File: src/rtl/pipe_muldiv_pkg.sv
// Shared types for the multi-cycle multiply/divide unit: operation codes,
// controller states and the divide-by-zero quotient pattern.
package pipe_muldiv_pkg;

  typedef enum logic [2:0] {
    OP_MULT  = 3'd0,
    OP_MULTU = 3'd1,
    OP_DIV   = 3'd2,
    OP_DIVU  = 3'd3,
    OP_MTHI  = 3'd4,
    OP_MTLO  = 3'd5,
    OP_MADD  = 3'd6,
    OP_MSUB  = 3'd7
  } muldiv_op_t;

  typedef enum logic [1:0] {
    ST_IDLE = 2'd0,
    ST_MUL  = 2'd1,
    ST_DIV  = 2'd2,
    ST_FIX  = 2'd3
  } muldiv_state_t;

  // Wide enough for any supported operand width; users slice the low bits.
  localparam int MAX_W = 64;
  localparam logic [MAX_W-1:0] DIV0_QUOT = '1;

endpackage

File: src/rtl/pipe_muldiv_div_step.sv
// One restoring-division iteration: shift remainder:quotient left by one,
// trial-subtract the divisor and keep the difference when it is non-negative.
module pipe_div_step #(
  parameter int WIDTH = 32
) (
  input  logic [WIDTH-1:0] rem_i,
  input  logic [WIDTH-1:0] quot_i,
  input  logic [WIDTH-1:0] dvsr_i,
  output logic [WIDTH-1:0] rem_o,
  output logic [WIDTH-1:0] quot_o
);

  logic [WIDTH:0] shifted;
  logic [WIDTH:0] trial;

  always_comb begin
    shifted = {rem_i, quot_i[WIDTH-1]};
    trial   = shifted - {1'b0, dvsr_i};
    if (!trial[WIDTH]) begin
      rem_o  = trial[WIDTH-1:0];
      quot_o = {quot_i[WIDTH-2:0], 1'b1};
    end else begin
      rem_o  = shifted[WIDTH-1:0];
      quot_o = {quot_i[WIDTH-2:0], 1'b0};
    end
  end

endmodule

File: src/rtl/pipe_muldiv.sv
// Multi-cycle multiply/divide unit with architectural HI/LO registers.
// Define PIPE_MULDIV_MACC_EN to make MADD/MSUB accumulate into HI/LO.
module pipe_muldiv
  import pipe_muldiv_pkg::*;
#(
  parameter  int WIDTH   = 32,
  parameter  int MUL_LAT = 2,
  localparam int CNT_W   = $clog2(WIDTH + 1)
) (
  input  logic             clk,
  input  logic             reset_n,
  input  logic             waitrequest,
  input  logic             start,
  input  logic [2:0]       op,
  input  logic [WIDTH-1:0] src_a,
  input  logic [WIDTH-1:0] src_b,
  output logic             busy,
  output logic             done,
  output logic             div_zero,
  output logic [WIDTH-1:0] hi,
  output logic [WIDTH-1:0] lo
);

  localparam int PW = 2 * WIDTH;
  localparam logic [WIDTH-1:0] DIV0_Q = DIV0_QUOT[WIDTH-1:0];

  function automatic logic [WIDTH-1:0] neg_w(input logic [WIDTH-1:0] x);
    return (~x) + {{(WIDTH-1){1'b0}}, 1'b1};
  endfunction

  muldiv_state_t    state_q, state_d;
  muldiv_op_t       op_in, op_q, op_d;
  logic [WIDTH-1:0] hi_q, hi_d, lo_q, lo_d;
  logic             done_q, done_d, dz_flag_q, dz_flag_d;
  logic [CNT_W-1:0] cnt_q, cnt_d;
  logic [WIDTH-1:0] rem_q, rem_d, quot_q, quot_d, dvsr_q, dvsr_d, dvdnd_q, dvdnd_d;
  logic             qneg_q, qneg_d, rneg_q, rneg_d, bzero_q, bzero_d;
  logic [WIDTH-1:0] step_rem, step_quot;
  logic             accept;

  logic                    mul_signed, div_signed, a_neg, b_neg;
  logic signed [PW-1:0]    a_ext, b_ext;
  logic        [PW-1:0]    product;
  logic        [WIDTH-1:0] abs_a, abs_b;
  logic        [PW-1:0]    mul_chain_q [MUL_LAT];

  assign op_in  = muldiv_op_t'(op);
  assign accept = start && !waitrequest && (state_q == ST_IDLE);

  // Issue-side operand conditioning
  assign mul_signed = (op_in != OP_MULTU);
  assign a_ext      = mul_signed ? {{WIDTH{src_a[WIDTH-1]}}, src_a} : {{WIDTH{1'b0}}, src_a};
  assign b_ext      = mul_signed ? {{WIDTH{src_b[WIDTH-1]}}, src_b} : {{WIDTH{1'b0}}, src_b};
  assign product    = $unsigned(a_ext * b_ext);

  assign div_signed = (op_in == OP_DIV);
  assign a_neg      = div_signed && src_a[WIDTH-1];
  assign b_neg      = div_signed && src_b[WIDTH-1];
  assign abs_a      = a_neg ? neg_w(src_a) : src_a;
  assign abs_b      = b_neg ? neg_w(src_b) : src_b;

  pipe_div_step #(
    .WIDTH (WIDTH)
  ) u_step (
    .rem_i  (rem_q),
    .quot_i (quot_q),
    .dvsr_i (dvsr_q),
    .rem_o  (step_rem),
    .quot_o (step_quot)
  );

  always_ff @(posedge clk or negedge reset_n) begin
    if (!reset_n) begin
      state_q <= ST_IDLE;
    end else begin
      state_q <= state_d;
    end
  end

  always_comb begin
    state_d = state_q;
    if (!waitrequest) begin
      case (state_q)
        ST_IDLE: begin
          if (accept) begin
            case (op_in)
              OP_MTHI, OP_MTLO: state_d = ST_IDLE;
              OP_DIV, OP_DIVU:  state_d = ST_DIV;
              default:          state_d = ST_MUL;
            endcase
          end
        end
        ST_MUL:  if (cnt_q == '0) state_d = ST_IDLE;
        ST_DIV:  if (cnt_q == CNT_W'(1)) state_d = ST_FIX;
        ST_FIX:  state_d = ST_IDLE;
        default: state_d = ST_IDLE;
      endcase
    end
  end

  always_comb begin
    busy = (state_q != ST_IDLE);
  end

  always_comb begin
    op_d      = op_q;
    hi_d      = hi_q;
    lo_d      = lo_q;
    done_d    = done_q;
    dz_flag_d = dz_flag_q;
    cnt_d     = cnt_q;
    rem_d     = rem_q;
    quot_d    = quot_q;
    dvsr_d    = dvsr_q;
    dvdnd_d   = dvdnd_q;
    qneg_d    = qneg_q;
    rneg_d    = rneg_q;
    bzero_d   = bzero_q;
    if (!waitrequest) begin
      done_d = 1'b0;
      case (state_q)
        ST_IDLE: begin
          if (accept) begin
            op_d      = op_in;
            dz_flag_d = 1'b0;
            case (op_in)
              OP_MTHI: begin
                hi_d   = src_a;
                done_d = 1'b1;
              end
              OP_MTLO: begin
                lo_d   = src_a;
                done_d = 1'b1;
              end
              OP_DIV, OP_DIVU: begin
                rem_d   = '0;
                quot_d  = abs_a;
                dvsr_d  = abs_b;
                dvdnd_d = src_a;
                qneg_d  = a_neg ^ b_neg;
                rneg_d  = a_neg;
                bzero_d = (src_b == '0);
                cnt_d   = CNT_W'(WIDTH);
              end
              default: cnt_d = CNT_W'(MUL_LAT - 1);
            endcase
          end
        end
        ST_MUL: begin
          if (cnt_q == '0) begin
            done_d = 1'b1;
`ifdef PIPE_MULDIV_MACC_EN
            case (op_q)
              OP_MADD: {hi_d, lo_d} = {hi_q, lo_q} + mul_chain_q[MUL_LAT-1];
              OP_MSUB: {hi_d, lo_d} = {hi_q, lo_q} - mul_chain_q[MUL_LAT-1];
              default: {hi_d, lo_d} = mul_chain_q[MUL_LAT-1];
            endcase
`else
            if (op_q == OP_MULT || op_q == OP_MULTU) begin
              {hi_d, lo_d} = mul_chain_q[MUL_LAT-1];
            end
`endif
          end else begin
            cnt_d = cnt_q - CNT_W'(1);
          end
        end
        ST_DIV: begin
          rem_d  = step_rem;
          quot_d = step_quot;
          cnt_d  = cnt_q - CNT_W'(1);
        end
        ST_FIX: begin
          done_d = 1'b1;
          if (bzero_q) begin
            lo_d      = DIV0_Q;
            hi_d      = dvdnd_q;
            dz_flag_d = 1'b1;
          end else begin
            lo_d = qneg_q ? neg_w(quot_q) : quot_q;
            hi_d = rneg_q ? neg_w(rem_q) : rem_q;
          end
        end
        default: ;
      endcase
    end
  end

  // Control and architectural state: reset clears HI/LO and aborts any operation
  always_ff @(posedge clk or negedge reset_n) begin
    if (!reset_n) begin
      hi_q      <= '0;
      lo_q      <= '0;
      done_q    <= 1'b0;
      dz_flag_q <= 1'b0;
      cnt_q     <= '0;
    end else begin
      hi_q      <= hi_d;
      lo_q      <= lo_d;
      done_q    <= done_d;
      dz_flag_q <= dz_flag_d;
      cnt_q     <= cnt_d;
    end
  end

  // Working datapath: only meaningful while the controller says so
  always_ff @(posedge clk) begin
    op_q    <= op_d;
    rem_q   <= rem_d;
    quot_q  <= quot_d;
    dvsr_q  <= dvsr_d;
    dvdnd_q <= dvdnd_d;
    qneg_q  <= qneg_d;
    rneg_q  <= rneg_d;
    bzero_q <= bzero_d;
    if (!waitrequest) begin
      if (accept) mul_chain_q[0] <= product;
      for (int i = 1; i < MUL_LAT; i++) mul_chain_q[i] <= mul_chain_q[i-1];
    end
  end

  assign hi       = hi_q;
  assign lo       = lo_q;
  assign done     = done_q;
  assign div_zero = dz_flag_q;

endmodule
File: config.mk
export PLATFORM = sky130hd
export DESIGN_NAME = pipe_muldiv
export DESIGN_NICKNAME = d
export VERILOG_FILES = /design/src/rtl/pipe_muldiv_pkg.sv /design/src/rtl/pipe_muldiv_div_step.sv /design/src/rtl/pipe_muldiv.sv
export SDC_FILE = /design/constraint.sdc
export NUM_CORES = 2
export LEC_CHECK = 0
export CAP_MARGIN = 5
export CORE_UTILIZATION = 35
export CTS_CLUSTER_DIAMETER = 100
export DETAILED_ROUTE_END_ITERATION = 16
export PLACE_DENSITY = 0.51
export SYNTH_ARGS = -nofsm -noshare
export SYNTH_HDL_FRONTEND = slang
export SYNTH_SLANG_ARGS = --single-unit
export TNS_END_PERCENT = 50
File: constraint.sdc
create_clock -name clk -period 11.85 [get_ports clk]
set_input_delay 1.185 -clock clk [delete_from_list [all_inputs] [get_ports clk]]
set_output_delay 1.185 -clock clk [all_outputs]
set_load 0.01 [all_outputs]
* After elaboration in Yosys (flattened, before gate mapping) *
Memory sizes are Yosys's and may differ from the RTL's.
Cells that the tools add are included.

storage, ports and cells
  bits in registers = 208
  bits in writable memories = 128
  input bits = 71
  word-level logic and storage cells = 119
  memories = 1

memory list
  memory       words  width  read ports  clocked after memory_dff  write ports  line               text
  mul_chain_q  2      64     2           0                         2            pipe_muldiv.sv:45  logic [PW-1:0] mul_chain_q [MUL_LAT];

operators by class
  $add $sub $neg = 6
  $mul = 1
  equality and inequality tests = 20
  mux-type cells = 46
  bitwise gates (word level) = 6
  reduce and logical (&&, ||, !) cells = 25

operators by type and width
  operator               count
  $mux 32                19
  $pmux 32 s3            2
  $add 32x1->32 const B  4
  $mux 64                2
  $not 32->32            4
  $pmux 32 s2            2
  $mul 64x64->64         1
  $sub 33x32->33         1
  $logic_not 32->1       1
  $pmux 6 s3             1
  $reduce_and 4->1       4
  $ne 2x2->1 const B     7
  $mux 6                 2
  $pmux 6 s2             1
  $reduce_and 6->1       2
  $mux 1                 10
  $pmux 2 s4             1
  $eq 3x2->1 const B     2
  $eq 3x3->1 const B     2
  $eq 6x1->1 const B     1
  $logic_not 6->1        1
  $mux 2                 3
  $ne 2x1->1 const B     3
  $reduce_bool 2->1      3
  19 further kinds       25

* Logic depth before layout (Yosys ltp) *
  depth in word-level cells = 6
  mapped depth = 36
  depth with buffers taken out = 34

* Modules after synthesis *
A second synthesis with hierarchy kept.

second synthesis, totals
  cells, all modules = 6779
  area total of the unflattened synthesis = 65988.3 µm²

by module, submodules not included
  module         instances  cells an instance  area each (µm²)
  pipe_muldiv    1          6443               63397.1
  pipe_div_step  1          336                2591.2

* Least setup slack after synthesis *
Ideal clock, no wire load.

  path type = in2reg
  start point = in op[1]
  end point = mem mul_chain_q[0][63] (netlist name), data pin
  setup time = 0.268 ns
  arrival = 10.042 ns
  data required time = 11.582 ns
  path slack = 1.540 ns
  stages = 33
  buffers on the path = 1
  path through = nor3b_1 nor2b_1 clkbuf_1 nand2_1 inv_1 fa_1 inv_1 fa_1 inv_1 fa_1 inv_1 fa_1 inv_1 fa_1 fa_1 fa_1 fa_1 fa_1 inv_1 fa_1 inv_1 ha_1 nand4_1 nor4b_1 nand3_1 or2_2 o31a_1 and3_1 nand3b_1 a31o_2 a21o_1 o41ai_1 xnor2_1

RTL lines
  what             line               text
  start, declared  pipe_muldiv.sv:14  input logic [2:0] op,
  end, declared    pipe_muldiv.sv:45

==> impl_metrics.env <==
export IMPL_period_minus_slack_ns=10.95
export IMPL_grt_first_pass_wirelength_um=325400
export IMPL_track_usage_pct=23.50
export IMPL_first_pass_iters=6
export IMPL_ys_seq_elements=335
export IMPL_clock_sinks=335
export IMPL_die_y_um=432.8
export IMPL_hold_viol=0
export IMPL_slew_viol_final=0
export IMPL_worstSetupEndpointType="flop"
export IMPL_crit_slowest_cell="fa_1"
export IMPL_critPathTopFamily="adder cells"
export IMPL_synthSimpleGateAreaFrac_pct=12.18
export IMPL_antenna_found_initial=29
export IMPL_finClkSkew_ns=0.02581
export IMPL_tightest_slew_ns=1.299
export IMPL_required_ns=12.19
export IMPL_async_flop_share_pct=22.09
export IMPL_drt_wirelength_per_cell_um=23.64
export IMPL_final_common_cell="inv_1"
export IMPL_post_route_drc_count=0
export IMPL_final_net_count=8543
export IMPL_cp_arrival_ns=11.29
export IMPL_slowest_delay_ns=0.74
export IMPL_clk_pin_slew_ns=0.08
export IMPL_crit_type="input pin to flop"
export IMPL_cp_max_fo=21
export IMPL_fin_crit_sh_pct=92.39
export IMPL_design_core_area_mm2=0.1837
export IMPL_fill_cells=18530
export IMPL_synthMuxAreaShare_pct=0.1714
export IMPL_relSlewSlack_pct=13.11
export IMPL_synthAdderAreaFrac_pct=51.40
export IMPL_grt_remaining_overflow=0
export IMPL_grt_max_degree=80
export IMPL_outcome="finished, final reports clean"
export IMPL_ios=138
export IMPL_synth_top_family_by_area="adder cells"
export IMPL_synth_seq_area_share_pct=14.92
export IMPL_gp_congestion=0.9423
export IMPL_crit_top_cell="fa_1"
export IMPL_fmax_ghz=0.09134
export IMPL_synth_area_mm2=0.06495
export IMPL_clk_latency_ns=0.62
export IMPL_postCtsHoldBufs=0
export IMPL_syn_nets=8555
export IMPL_post_cts_resized=0
export IMPL_synth_compound_area_share_pct=6.630
export IMPL_syn_to_final_growth_pct=8.328
export IMPL_final_setup_viol_count=0
export IMPL_synth_xor_area_share_pct=3.627
export IMPL_yosysWarnings=0
export IMPL_drive_gt1_share_pct=4.774
export IMPL_rsz0062_at_grt="false"
export IMPL_maxCapViolCount=0
export IMPL_min_path_type="flop to flop"
export IMPL_vias=45630
export IMPL_grt_pass1_vias=49390
export IMPL_synth_edff_count=261
export IMPL_final_cell_mix="1,557 x inv_1, 1,421 x fa_1, 794 x nand2_1"
export IMPL_clockBufferDepth=3
export IMPL_die_w_um=432.8
export IMPL_numPortBuffers=137
export IMPL_path_buf_inv=7
export IMPL_initial_utilization_pct=35.36
export IMPL_die_area_mm2=0.1873
export IMPL_ant_nets=0
export IMPL_h_tree_depth=1
export IMPL_postSynthAreaPerCell_um2=9.739
export IMPL_viasPerCell=4.982
export IMPL_worst_setup_path_start_kind="input pin"
export IMPL_drt_wl_total_um=216500
export IMPL_rows=157
export IMPL_synth_cells=6669
export IMPL_cts_buffers_inserted=31
export IMPL_post_cts_buffers=0
export IMPL_tns_ns=0
export IMPL_cts_tree="done"
export IMPL_synth_ff_type="edfxtp_1"
export IMPL_drtIter0Drc=3550
export IMPL_cts_root_buffer="clkbuf_16"
export IMPL_synth_distinct_cells=68
export IMPL_hpwl_um=179700
path summary, 6_finish.rpt:
kind	startpoint	endpoint	slack, ns	depth (start not counted)
min in group asynchronous	reset_n	lo[11]$_DFFE_PN0P_	0.43	1
worst max register to register	quot_q[31]$_DFFE_PP_	rem_q[22]$_SDFFCE_PN0P_	7.30	16
worst max-delay path	op[1]	mul_chain_q[0][63]$_DFFE_PP_	0.90	32
worst min-delay path	mul_chain_q[0][0]$_DFFE_PP_	mul_chain_q[0][64]$_DFFE_PN_	0.41	0
max in group asynchronous	reset_n	hi[31]$_DFFE_PN0P_	10.35	2
worst min register to register	mul_chain_q[0][0]$_DFFE_PP_	mul_chain_q[0][64]$_DFFE_PN_	0.41	0
cell usage after synthesis (all sizes together) (18+ instances only):
master / number / share of area, %
inv: 1560 / 9.0
fa: 1421 / 44
nand2: 794 / 4.6
and2: 503 / 4.8
ha: 394 / 7.6
clkbuf: 297 / 1.7
edfxtp: 261 / 12
o21ai: 214 / 1.7
a21oi: 187 / 1.4
xnor2: 174 / 2.3
nor2: 122 / 0.71
xor2: 95 / 1.3
dfrtp: 74 / 2.9
nor2b: 60 / 0.58
buf: 59 / 0.34
a21o: 58 / 0.67
o31ai: 34 / 0.39
nand3: 31 / 0.24
a221oi: 27 / 0.36
a22o: 27 / 0.36
nor3: 22 / 0.17
o41ai: 20 / 0.27
or3: 20 / 0.20
a22oi: 18 / 0.21
a31oi: 18 / 0.17
worst reg2reg max path: cells and delay by family (launching register included):
kind	cells	cell delay, ns
simple gates	4	0.73
fa+ha+maj	2	0.41
flops	1	0.51
compound gates	6	1.63
buf+inv	4	1.01
through the flow:
step                hold slack (ns)  utilization, %  instances  setup WS [ns]  area, um2
floorplan                    0.4003               -       6669          1.540      64950
global placement             0.4018           37.71       9088         0.4288      69250
detailed placement           0.4045           37.71       9088         0.3578      69250
CTS                          0.4028           38.29       9146         0.9752      70330
global route                 0.4203           38.30       9151         0.5528      70340
finish                       0.4065           38.31       9159         0.9017      70360
area by class of cell:
class                   count  area, um2  share of cell area [%]
clock buffers              33      814.5                   1.158
repair buffers            311       2512                   3.571
flip-flops and latches    335       9689                   13.77
well taps                2464       3083                   4.382
clock inverters            25      261.5                  0.3717
diodes                     13      32.53                 0.04623
multi-input cells        4418      48110                   68.38
inverters                1560       5856                   8.322
flip-flops by register name, summed over array words and instances (netlist names), 2 cells and up:
| signal | count |
|---|---|
| dvdnd_q | 32 |
| hi | 32 |
| state_q | 2 |
| quot_q | 32 |
| cnt_q | 6 |
| lo | 32 |
| mul_chain_q | 128 |
| dvsr_q | 32 |
| op_q | 2 |
| rem_q | 32 |
cell families (layout without fill, tap and decap cells):
family | Yosys count | after routing
DFF | 335 | 335
xor gates and xnor gates | 269 | 269
buffers and inverters | 1916 | 1929
adders and majority gates | 1816 | 1816
AOI/OAI and AO/OA | 691 | 691
other | 0 | 13
muxes | 11 | 11
and+or+nand+nor | 1631 | 1631
layer usage:
layer / share of wire, % / vias to the layer above / global-route usage [%]
li1: - / 19980 / -
met1: 45 / 23910 / 33.40
met2: 46 / 1484 / 37.81
met3: 6.0 / 251 / 2.078
met4: 3.4 / 2 / 7.418
met5: 0.0088 / - / 0
Power is not shown: default switching activity piles up to over one toggle a cycle in this logic, so the estimate is an artifact.
